<file path="config.mk">
export PLATFORM = sky130hd
export DESIGN_NAME = linelength_feature
export DESIGN_NICKNAME = d
export VERILOG_FILES = /design/src/rtl/linelength_feature.sv
export SDC_FILE = /design/constraint.sdc
export NUM_CORES = 1
export LEC_CHECK = 0
export CAP_MARGIN = 10
export CELL_PAD_IN_SITES_DETAIL_PLACEMENT = 0
export CELL_PAD_IN_SITES_GLOBAL_PLACEMENT = 1
export CORE_MARGIN = 3
export CORE_UTILIZATION = 44
export CTS_CLUSTER_SIZE = 16
export DETAILED_ROUTE_END_ITERATION = 12
export GPL_ROUTABILITY_DRIVEN = 0
export PLACE_DENSITY = 0.83
export SETUP_SLACK_MARGIN = 0.4
export SYNTH_ARGS = -nofsm -noshare
export SYNTH_HDL_FRONTEND = slang
export SYNTH_SLANG_ARGS = --single-unit
</file>
<file path="constraint.sdc">
create_clock -name clk -period 9.6 [get_ports clk]
set_clock_uncertainty 0.1 [all_clocks]
set_input_delay 0.96 -clock clk [delete_from_list [all_inputs] [get_ports clk]]
set_output_delay 0.96 -clock clk [all_outputs]
set_load 0.1 [all_outputs]
</file>
<file path="src/rtl/linelength_feature.sv">
// linelength_feature
// Line-length feature extractor for the EEG detection front end. Each window
// of WIN_LEN first differences |x[n]-x[n-1]| is summed and emitted as one
// signed FEAT_WIDTH-bit word over a valid/ready output handshake. The input
// side stalls only when a finished window cannot be handed off.
//
// Build option: define LL_DIFF_CLIP_EN to clip every difference to CLIP_MAX
// before it is accumulated, which suppresses electrode-pop artifacts. Without
// the macro the raw differences are accumulated and CLIP_MAX is unused.
//
// Control inputs: rst is an asynchronous active-low reset, en is an active-low
// run enable (1 freezes the block while still letting dout be consumed).
module linelength_feature #(
    parameter int SAMPLE_WIDTH = 16,
    parameter int FEAT_WIDTH   = 25,
    parameter int WIN_LEN      = 250,
    parameter int CNT_WIDTH    = 8,
    parameter int CLIP_MAX     = 4096
) (
    input  logic                           clk,
    input  logic                           rst,
    input  logic                           en,
    input  logic signed [SAMPLE_WIDTH-1:0] din,
    input  logic                           din_valid,
    output logic                           din_ready,
    output logic signed [FEAT_WIDTH-1:0]   dout,
    output logic                           dout_valid,
    input  logic                           dout_ready
);

    // Difference width: one extra bit so the full-scale swing fits unsigned.
    localparam int                   DIFF_W   = SAMPLE_WIDTH + 1;
    localparam logic [CNT_WIDTH-1:0] CNT_LAST = CNT_WIDTH'(WIN_LEN - 1);

    // PRIME: waiting for the first sample after reset (no predecessor yet).
    // ACCUM: summing differences into the current window.
    // STALL: window is full but the previous feature has not been taken.
    typedef enum logic [1:0] {
        PRIME = 2'd0,
        ACCUM = 2'd1,
        STALL = 2'd2
    } state_t;

    state_t                         state_q, state_d;
    logic                           run_q;
    logic [FEAT_WIDTH-1:0]          acc_q, acc_d;
    logic [CNT_WIDTH-1:0]           cnt_q, cnt_d;
    logic signed [SAMPLE_WIDTH-1:0] prev_q, prev_d;
    logic signed [FEAT_WIDTH-1:0]   dout_q, dout_d;
    logic                           dout_valid_q, dout_valid_d;

    logic                           active;
    logic                           at_last;
    logic                           out_blocked;
    logic                           out_fire;
    logic                           accept;
    logic [DIFF_W-1:0]              diff_raw;
    logic [DIFF_W-1:0]              diff_acc;
    logic [FEAT_WIDTH-1:0]          acc_sum;

    // Magnitude of a - b. The subtraction is done one bit wider than the
    // samples so that full-scale opposite-sign inputs cannot overflow; the
    // magnitude is at most 2^SAMPLE_WIDTH - 1 and is returned unsigned.
    function automatic logic [DIFF_W-1:0] abs_diff(
        input logic signed [SAMPLE_WIDTH-1:0] a,
        input logic signed [SAMPLE_WIDTH-1:0] b
    );
        logic signed [DIFF_W-1:0] delta;
        delta = DIFF_W'(a) - DIFF_W'(b);
        return delta[DIFF_W-1] ? $unsigned(-delta) : $unsigned(delta);
    endfunction

`ifdef LL_DIFF_CLIP_EN
    // Saturate a difference at CLIP_MAX.
    function automatic logic [DIFF_W-1:0] clip_diff(input logic [DIFF_W-1:0] d);
        return (d > DIFF_W'(CLIP_MAX)) ? DIFF_W'(CLIP_MAX) : d;
    endfunction
`endif

    assign active      = run_q && !en;
    assign at_last     = (cnt_q == CNT_LAST);
    assign out_blocked = dout_valid_q && !dout_ready;
    assign out_fire    = dout_valid_q && dout_ready;
    assign accept      = din_valid && din_ready;

    assign diff_raw = abs_diff(din, prev_q);
`ifdef LL_DIFF_CLIP_EN
    assign diff_acc = clip_diff(diff_raw);
`else
    assign diff_acc = diff_raw;
`endif
    // Zero-extension: the difference is a non-negative magnitude.
    assign acc_sum = acc_q + FEAT_WIDTH'(diff_acc);

    assign dout       = dout_q;
    assign dout_valid = dout_valid_q;

    // FSM state register; run_q holds din_ready low for the first cycle after reset release.
    always_ff @(posedge clk or negedge rst) begin
        if (!rst) begin
            state_q <= PRIME;
            run_q   <= 1'b0;
        end else begin
            state_q <= state_d;
            run_q   <= 1'b1;
        end
    end

    // FSM next state; a freeze holds the state wherever it is.
    always_comb begin
        state_d = state_q;
        if (active) begin
            case (state_q)
                PRIME:   if (accept) state_d = ACCUM;
                ACCUM:   if (at_last && out_blocked) state_d = STALL;
                // Leave once nothing is pending downstream; this also covers a
                // feature that was consumed while the block was frozen.
                STALL:   if (!out_blocked) state_d = ACCUM;
                default: state_d = PRIME;
            endcase
        end
    end

    // FSM output: input readiness, with the same-cycle reload path in ACCUM.
    always_comb begin
        din_ready = 1'b0;
        if (active) begin
            case (state_q)
                PRIME:   din_ready = 1'b1;
                ACCUM:   din_ready = !(at_last && out_blocked);
                default: din_ready = 1'b0;
            endcase
        end
    end

    // Datapath next values: accumulate, close the window, manage the output word.
    always_comb begin
        acc_d        = acc_q;
        cnt_d        = cnt_q;
        prev_d       = prev_q;
        dout_d       = dout_q;
        dout_valid_d = dout_valid_q;

        if (out_fire) begin
            dout_valid_d = 1'b0;
        end

        if (accept) begin
            // prev always tracks the last accepted sample, so the diff across
            // a window boundary lands in the next window.
            prev_d = din;
            if (state_q == ACCUM) begin
                if (at_last) begin
                    dout_d       = $signed(acc_sum);
                    dout_valid_d = 1'b1;
                    acc_d        = '0;
                    cnt_d        = '0;
                end else begin
                    acc_d = acc_sum;
                    cnt_d = cnt_q + CNT_WIDTH'(1);
                end
            end
        end
    end

    // Datapath registers; reset discards any partial window.
    always_ff @(posedge clk or negedge rst) begin
        if (!rst) begin
            acc_q        <= '0;
            cnt_q        <= '0;
            prev_q       <= '0;
            dout_q       <= '0;
            dout_valid_q <= 1'b0;
        end else begin
            acc_q        <= acc_d;
            cnt_q        <= cnt_d;
            prev_q       <= prev_d;
            dout_q       <= dout_d;
            dout_valid_q <= dout_valid_d;
        end
    end

`ifndef SYNTHESIS
    // Parameter sanity: the feature word and window counter must not wrap.
    always @(posedge clk) begin
        assert (FEAT_WIDTH >= SAMPLE_WIDTH + 1 + $clog2(WIN_LEN))
            else $error("linelength_feature: FEAT_WIDTH too narrow for WIN_LEN");
        assert (CNT_WIDTH >= $clog2(WIN_LEN))
            else $error("linelength_feature: CNT_WIDTH too narrow for WIN_LEN");
        assert (CLIP_MAX >= 0)
            else $error("linelength_feature: CLIP_MAX must be non-negative");
    end
`endif

endmodule

</file>
Yosys cells after proc, flatten, opt, wreduce, memory -nomap -nowiden
Index checks and enable logic that the tools add are counted.
{ "classes": {"eq_ne": 6, "reduce_logical": 12, "add_sub_neg": 4, "mux": 13} }
{ "ops": {"columns": ["operator", "count"], "rows": [
  ["adder 25 x 17 -> 25 bit", 1],
  ["2-to-1 mux 25 bit", 1],
  ["2-to-1 mux 17 bit", 1],
  ["negation 17 bit", 1],
  ["subtractor 16 x 16 -> 17 bit", 1],
  ["adder 8 x 1 -> 8 bit, second input constant", 1],
  ["equality test 8 bit, second input constant", 1],
  ["2-to-1 mux 8 bit", 1],
  ["2-to-1 mux 2 bit", 3],
  ["inequality test 2 bit, second input constant", 3],
  ["one-hot mux 2 bit (3 select lines)", 1],
  ["logical AND 1 bit", 5],
  ["2-to-1 mux 1 bit", 5],
  ["AND reduction 4 bit", 1],
  ["zero test 1 bit", 3],
  ["AND reduction 3 bit", 1],
  ["equality test 2 x 1 -> 1 bit, second input constant", 1],
  ["equality test 2 bit, second input constant", 1],
  ["zero test 2 bit", 1],
  ["one-hot mux 1 bit (2 select lines)", 1],
  ["AND reduction 2 bit", 1]
]} }
{ "word_totals": {"register_bits": 78} }

Logic depth before layout (Yosys ltp)
Gate-level depths: netlist of the first run.
{ "depth": {"ltp_word": 9, "depth_mapped": 22} }

Least setup slack after synthesis of the first run
Ideal clock, no wire load.
{ "synth_timing": {"path_type": "input port to flip-flop", "from": "in din[0]", "to": "reg acc_q[22]", "setup_ns": 0.118, "path_slack_ns": 4.194, "stages": 20, "required_time_ns": 9.382, "t_arrival_ns": 5.188, "n_path_buf": 1, "cell_sequence": "inv_1 > ha_1 > fa_1 > nand2b_1 > a21oi_1 > o211ai_1 > a21boi_0 > o21ai_0 > a21oi_1 > buf_2 > a21oi_1 > fa_1 > a211oi_1 > nor3_1 > o211ai_1 > a31oi_1 > a221oi_1 > nor3_1 > nor3b_1 > a21o_1"} }
{ "synth_between": {"elab_chain_len": 5} }
{ "synth_rtl": {"columns": ["item", "line_no", "rtl"], "rows": [
  ["start, declared", "23", "input logic signed [SAMPLE_WIDTH-1:0] din,"],
  ["subtractor 16 x 16 -> 17 bit (*)", "69", "delta = DIFF_W'(a) - DIFF_W'(b);"],
  ["negation 17 bit", "70", "return delta[DIFF_W-1] ? $unsigned(-delta) : $unsigned(delta);"],
  ["2-to-1 mux 17 bit (*)", "70", null],
  ["adder 25 x 17 -> 25 bit (*)", "93", "assign acc_sum = acc_q + FEAT_WIDTH'(diff_acc);"],
  ["2-to-1 mux 25 bit (*)", "153", "if (at_last) begin"],
  ["end signal, assigned", "169", "acc_q <= '0;"],
  ["end signal, assigned", "175", "acc_q <= acc_d;"],
  ["end, declared", "46", "logic [FEAT_WIDTH-1:0] acc_q, acc_d;"]
]} }
Every way passes the cells marked *; elsewhere a longest branch is shown, timed or not.
A chain may end at the register's enable or synchronous reset.

Worst setup path after layout of the first run
{ "layout_timing": {"from": "in din[0]", "to": "reg dout_q[23], in the netlist dout[23]"} }
{ "layout_between": {"elab_chain_len": 4} }
{ "layout_rtl": {"columns": ["item", "line_no", "rtl"], "rows": [
  ["subtractor 16 x 16 -> 17 bit (*)", "69", null],
  ["negation 17 bit", "70", null],
  ["2-to-1 mux 17 bit (*)", "70", null],
  ["adder 25 x 17 -> 25 bit (*)", "93", null],
  ["end signal, assigned", "178", "dout_q <= dout_d;"],
  ["end, declared", "49", "logic signed [FEAT_WIDTH-1:0] dout_q, dout_d;"]
]} }
Marked as above.

==> results.yml, run 1 <==
worst_setup_path:
  path_max_fanout: 17
  arrival_ns: 6.87
  cp-end-kind: "register"
  required_ns: 9.73
  startpoint: "din[0]"
  r2r_slack_ns: 3.60
  start_kind: "primary input"
  rr_startpoint: "prev_q[0]"
  crit_type: "primary input to register"
sta:
  tightest_slew_ns: 1.13
  max_freq_ghz: 0.148
  slew_headroom_pct: 23.6
  setup_viol: 0
  fin_crit_sh_pct: 70.2
  fin_crit_ns: 6.74
  hold_violations: 0
  maxSlewViolCount: 0
  finalSetupTns_ns: 0
  rsz0062_at_grt: "false"
  final.setup.worst_slack_ns: 2.86
place:
  dp_hpwl_microns: 8530
  numPortBuffers: 47
  dp_worst_setup_slack_ns: 2.52
global_route:
  grt_antenna_before_repair: 0
  grt_overflow: 0
  use_met1_pct: 24.7
  top_usage_layer: "met2"
  grt_start_max_net_pins: 79
  grt_pass1_vias: 4204
  grt_pass1_wl_microns: 20000
  use_met2_pct: 30.1
  track_usage_pct: 18.5
  met3_usage_pct: 4.35
drt:
  firstDrtPassIters: 5
  drt_wl_total_microns: 11900
  post-route-drc-count: 0
  vias: 4389
  viasPerCell: 5.55
  postRouteAntennaNets: 0
  wl_per_cell_microns: 15.1
  drt_iter0_drc: 235
cells_and_area:
  final_nets: 705
  most-common-layout-cells: "nand2_1, dfrtp_1, clkdlybuf4s50_1"
  diodes: 0
  final_common_cell: "nand2_1"
  drive_gt1_share_pct: 7.87
  area_growth_pct: 15.6
  final_util_pct: 52.9
power_and_ir_drop:
  p_comb_share_pct: 58.6
  ir_worst_vdd_v: 0.000165
  p_switching_w: 0.000823
  clkPwrFrac_pct: 17.4
  p_leak_nw: 2.83
  pwr-share-seq_pct: 24.1
  power.density_nw_per_um2: 292
  swShare_pct: 45.6
  internal_power_w: 0.000982
die:
  coreArea_sq_um: 11700
  initial_core_util_pct: 45.8
  die_w_microns: 116
  io_pins: 48
  die_h_microns: 116
  dieArea_sq_um: 13500
  rows: 39
logic_synthesis:
  synth_cell_types: 63
  synth-async-reset-ratio_pct: 100
  synth_nets: 662
  syn-cell-area_sq_um: 5340
  synth-seq-cells: 78
  synth_edf_count: 0
  syn-mean-instance-area_sq_um: 8.89
  synthFlopType: "dfrtp_1"
  yosysWarnings: 0
  ys_seq_area_share_pct: 36.5
  synthCells: 601
cts:
  post-cts-setup-buffer-count: 0
  cts_hold_buffers: 0
  cts_max_level: 3
  clock-sinks: 78
  insertion_delay_ns: 0.34
  cts_tree: "done"
  path_clk_slew_ns: 0.06
  cts_buffer_depth: 2
  post_cts_resized: 0
  clock-root-buffer: "clkbuf_16"
  cts_buffers: 9
worst_hold_path:
  hold_class: "register to register"
  hp-start: "dout[6]"
status:
  status: "finished clean"
flow_run:
  max_cap_violations: 0
## sequential cells by signal (all words and copies together), names as in the netlist
| name | count |
|---|---|
| acc_q | 25 |
| dout | 25 |
| prev_q | 16 |
| cnt_q | 8 |
| state_q | 2 |
| dout_valid | 1 |
| run_q | 1 |
## critical path, cell delays in order
cell	delay, ns
clkdlybuf4s50_1	0.45
inv_1	0.05
ha_1	0.22
fa_1	0.39
nand2b_1	0.17
a21oi_1	0.27
o211ai_1	0.22
a21boi_0	0.21
o21ai_0	0.10
a21oi_1	0.86
a21oi_1	0.27
ha_1	0.34
a21o_1	0.10
a21oi_1	0.10
o21ai_0	0.29
a21o_1	0.21
a211oi_2	0.10
o41ai_2	0.98
a21boi_0	0.22
o31a_1	0.34
## routing by layer
metal,vias up,wire (microns)
met4,0,159
met3,10,513
met2,89,5430
met5,-,0
met1,2079,5810
li1,2211,-
## logic make-up after synthesis
logic type               synth area share [%]
other                                  0.0702
AO/OA/AOI/OAI                            20.3
flip-flops                               36.5
XOR/XNOR                                 7.38
adder cells (fa/ha/maj)                  9.65
AND/OR/NAND/NOR                          17.8
multiplexers                             4.01
buffers and inverters                    4.31
## stage by stage
stage	hold slack [ns]	cells	total power [W]	cell area, sq um
5_1_grt	0.401	791	0.00196	6170
3_3_place_gp	0.357	776	0.00146	5910
4_1_cts	0.378	791	0.00180	6170
2_1_floorplan	0.345	601	0.00125	5340
6_report	0.377	791	0.00181	6170
3_5_place_dp	0.361	776	0.00148	5910
## synthesized netlist by cell type, types with 6 or more instances
cell type | n | area (sq um)
a21o_1 | 16 | 120
a21oi_1 | 36 | 180
a22o_1 | 8 | 70.1
buf_2 | 10 | 50.1
dfrtp_1 | 78 | 1950
ha_1 | 38 | 475
inv_1 | 36 | 135
mux2_2 | 19 | 214
nand2_1 | 93 | 349
nand2b_1 | 7 | 43.8
nand3_1 | 17 | 85.1
nor2_1 | 39 | 146
nor3_1 | 10 | 50.1
o211ai_1 | 6 | 45.0
o21ai_0 | 39 | 195
o31ai_1 | 11 | 82.6
or3_1 | 7 | 43.8
xnor2_1 | 26 | 228
xor2_1 | 19 | 166
## path summary, 6_finish.rpt
check,endpoint,depth (start not counted)
setup / recovery,dout[23],20
hold / removal,dout[6],2
setup reg to reg,dout[23],18
hold reg to reg,dout[6],2
max in group asynchronous,acc_q[14],1
min in group asynchronous,prev_q[9],1
## area by class of cell
cell class	count	area [sq um]
fill	1094	5490
multi-input combinational	470	3160
sequential	78	1950
timing repair buffer	49	483
clock buffer	9	225
tap	143	179
inverter	36	135
clock inverter	6	40.0
## power groups by stage
stage          logic (W)  clock network, W  registers (W)
2_1_floorplan   0.000830                 0       0.000423
3_3_place_gp     0.00103                 0       0.000438
3_5_place_dp     0.00104                 0       0.000439
4_1_cts          0.00105          0.000321       0.000435
5_1_grt          0.00118          0.000333       0.000443
6_report         0.00106          0.000313       0.000435
(Power assumes the default switching activity.)
==> inputs of run 2 (changes only) <==
Clock period 9.6 ns to 7 ns, I/O delays scaled along.
==> run 2 against run 1 <==
Effect of this change: hold slack lost 0.0087 ns; global-route usage grew 0.22 points; sequential share of layout area shrank 0.36 points; sequential power grew 37%; utilization grew 0.61 points; critical path depth grew 1; sequential cell count is the same; clock power grew 64%; non-clock buffer count grew 2; highest routed layer unchanged.
==> results.yml, run 2 (synthesized netlist as in run 1, its figures left out) <==
die:
  io_pins: 48
  dieArea_sq_um: 13500
  coreArea_sq_um: 11700
  rows: 39
  die_w_microns: 116
  initial_core_util_pct: 45.8
  die_h_microns: 116
worst_setup_path:
  r2r_slack_ns: 1.88
  arrival_ns: 5.76
  path_cells: "clkdlybuf4s50_1 > inv_1 > ha_1 > fa_1 > nand2b_1 > a21oi_1 > o211ai_1 > a21boi_0 > o21ai_0 > a21oi_1 > buf_4 > a21oi_1 > fa_1 > a211oi_1 > nor3_1 > o211ai_1 > a31oi_1 > a221oi_1 > nor3_1 > nor3b_1 > a21o_1"
  crit_slowest_cell: "a221oi_1"
  path_max_fanout: 17
  cp-end-kind: "register"
  max_stage_delay_ns: 0.55
  crit_type: "primary input to register"
  start_kind: "primary input"
  path_common_cell: "a21oi_1"
  required_ns: 7.14
sta:
  tightest_slew_ns: 1.02
  max_freq_ghz: 0.178
  fin_crit_ns: 5.62
  finalSetupTns_ns: 0
  hold_violations: 0
  rsz0062_at_grt: "false"
  slew_headroom_pct: 32.1
  setup_viol: 0
  maxSlewViolCount: 0
  fin_crit_sh_pct: 80.3
cts:
  insertion_delay_ns: 0.34
  post-cts-setup-buffer-count: 0
  cts_buffers: 9
  cts_hold_buffers: 0
  cts_max_level: 3
  clock-sinks: 78
  cts_buffer_depth: 2
  clock-root-buffer: "clkbuf_16"
  cts_tree: "done"
  path_clk_slew_ns: 0.07
  post_cts_resized: 0
drt:
  drt_iter0_drc: 200
  drt_wl_total_microns: 11900
  viasPerCell: 5.47
  post-route-drc-count: 0
  firstDrtPassIters: 4
  postRouteAntennaNets: 0
  wl_per_cell_microns: 15.0
  vias: 4346
cells_and_area:
  final_util_pct: 53.5
  multi_input_area_sq_um: 3160
  fill_cells: 1088
  regArea_sq_um: 1950
  diodes: 0
  final_nets: 707
  most-common-layout-cells: "nand2_1, dfrtp_1, clkdlybuf4s50_1"
  final_common_cell: "nand2_1"
  drive_gt1_share_pct: 8.29
  area_growth_pct: 16.9
worst_hold_path:
  hold_class: "register to register"
global_route:
  grt_pass1_vias: 4312
  track_usage_pct: 18.7
  grt_overflow: 0
  grt_pass1_wl_microns: 20400
  grt_start_max_net_pins: 79
  grt_antenna_before_repair: 0
place:
  numPortBuffers: 47
  dp_hpwl_microns: 8440
status:
  status: "finished clean"
flow_run:
  max_cap_violations: 0
power_and_ir_drop:
  ir_worst_vdd_v: 0.000210
  p_leak_nw: 2.87
  power.density_nw_per_um2: 411
## run 2: cell types whose count changed in the layout (fill, tap and decap cells not counted), sizes merged
cell,before,now
clkinv,5,3
clkinvlp,1,0
buf,3,5
inv,36,38
bufinv,0,2
## run 2: layout make-up
cell class / count / area share [%]
clock buffers: 9 / 3.61
clock inverters: 7 / 1.54
inverters: 36 / 2.16
multi-input cells: 470 / 50.6
flip-flops and latches: 78 / 31.3
well taps: 143 / 2.87
repair buffers: 51 / 7.97
## run 2: layer usage
layer	track usage [%]	up-vias	routed length (microns)
li1	-	2210	-
met1	24.8	2056	5800
met5	0	-	0
met2	31.1	71	5510
met3	4.72	9	466
met4	4.02	0	99
## run 2: through the flow
step | std cells | instance area (sq um) | setup slack (ns) | total power [W] | hold slack (ns)
floorplan | 601 | 5340 | 1.85 | 0.00172 | 0.304
global placement | 778 | 5920 | 1.20 | 0.00202 | 0.353
detailed placement | 778 | 5920 | 1.03 | 0.00204 | 0.361
CTS | 794 | 6240 | 1.38 | 0.00258 | 0.374
global route | 794 | 6240 | 0.869 | 0.00280 | 0.397
finish | 794 | 6240 | 1.38 | 0.00256 | 0.368
## run 2: final timing paths
path	cells past startpoint	startpoint	to
setup / recovery	21	din[0]	acc_q[22]
hold / removal	2	dout[12]	dout[12]
setup reg to reg	19	prev_q[0]	acc_q[22]
hold reg to reg	2	dout[12]	dout[12]
max in group asynchronous	1	rst	acc_q[20]
min in group asynchronous	1	rst	prev_q[8]
## run 2: critical path: cells and delay by family
family,cells,cell delay [ns]
AO/OA/AOI/OAI,11,2.58
buffers and inverters,3,0.72
adder cells (fa/ha/maj),3,1.07
AND/OR/NAND/NOR,4,0.67
## run 2: power by group
group          switching, W  internal [W]  total [W]
combinational      0.000873      0.000584    0.00146
sequential        0.0000656      0.000530   0.000596
clock              0.000198      0.000314   0.000512
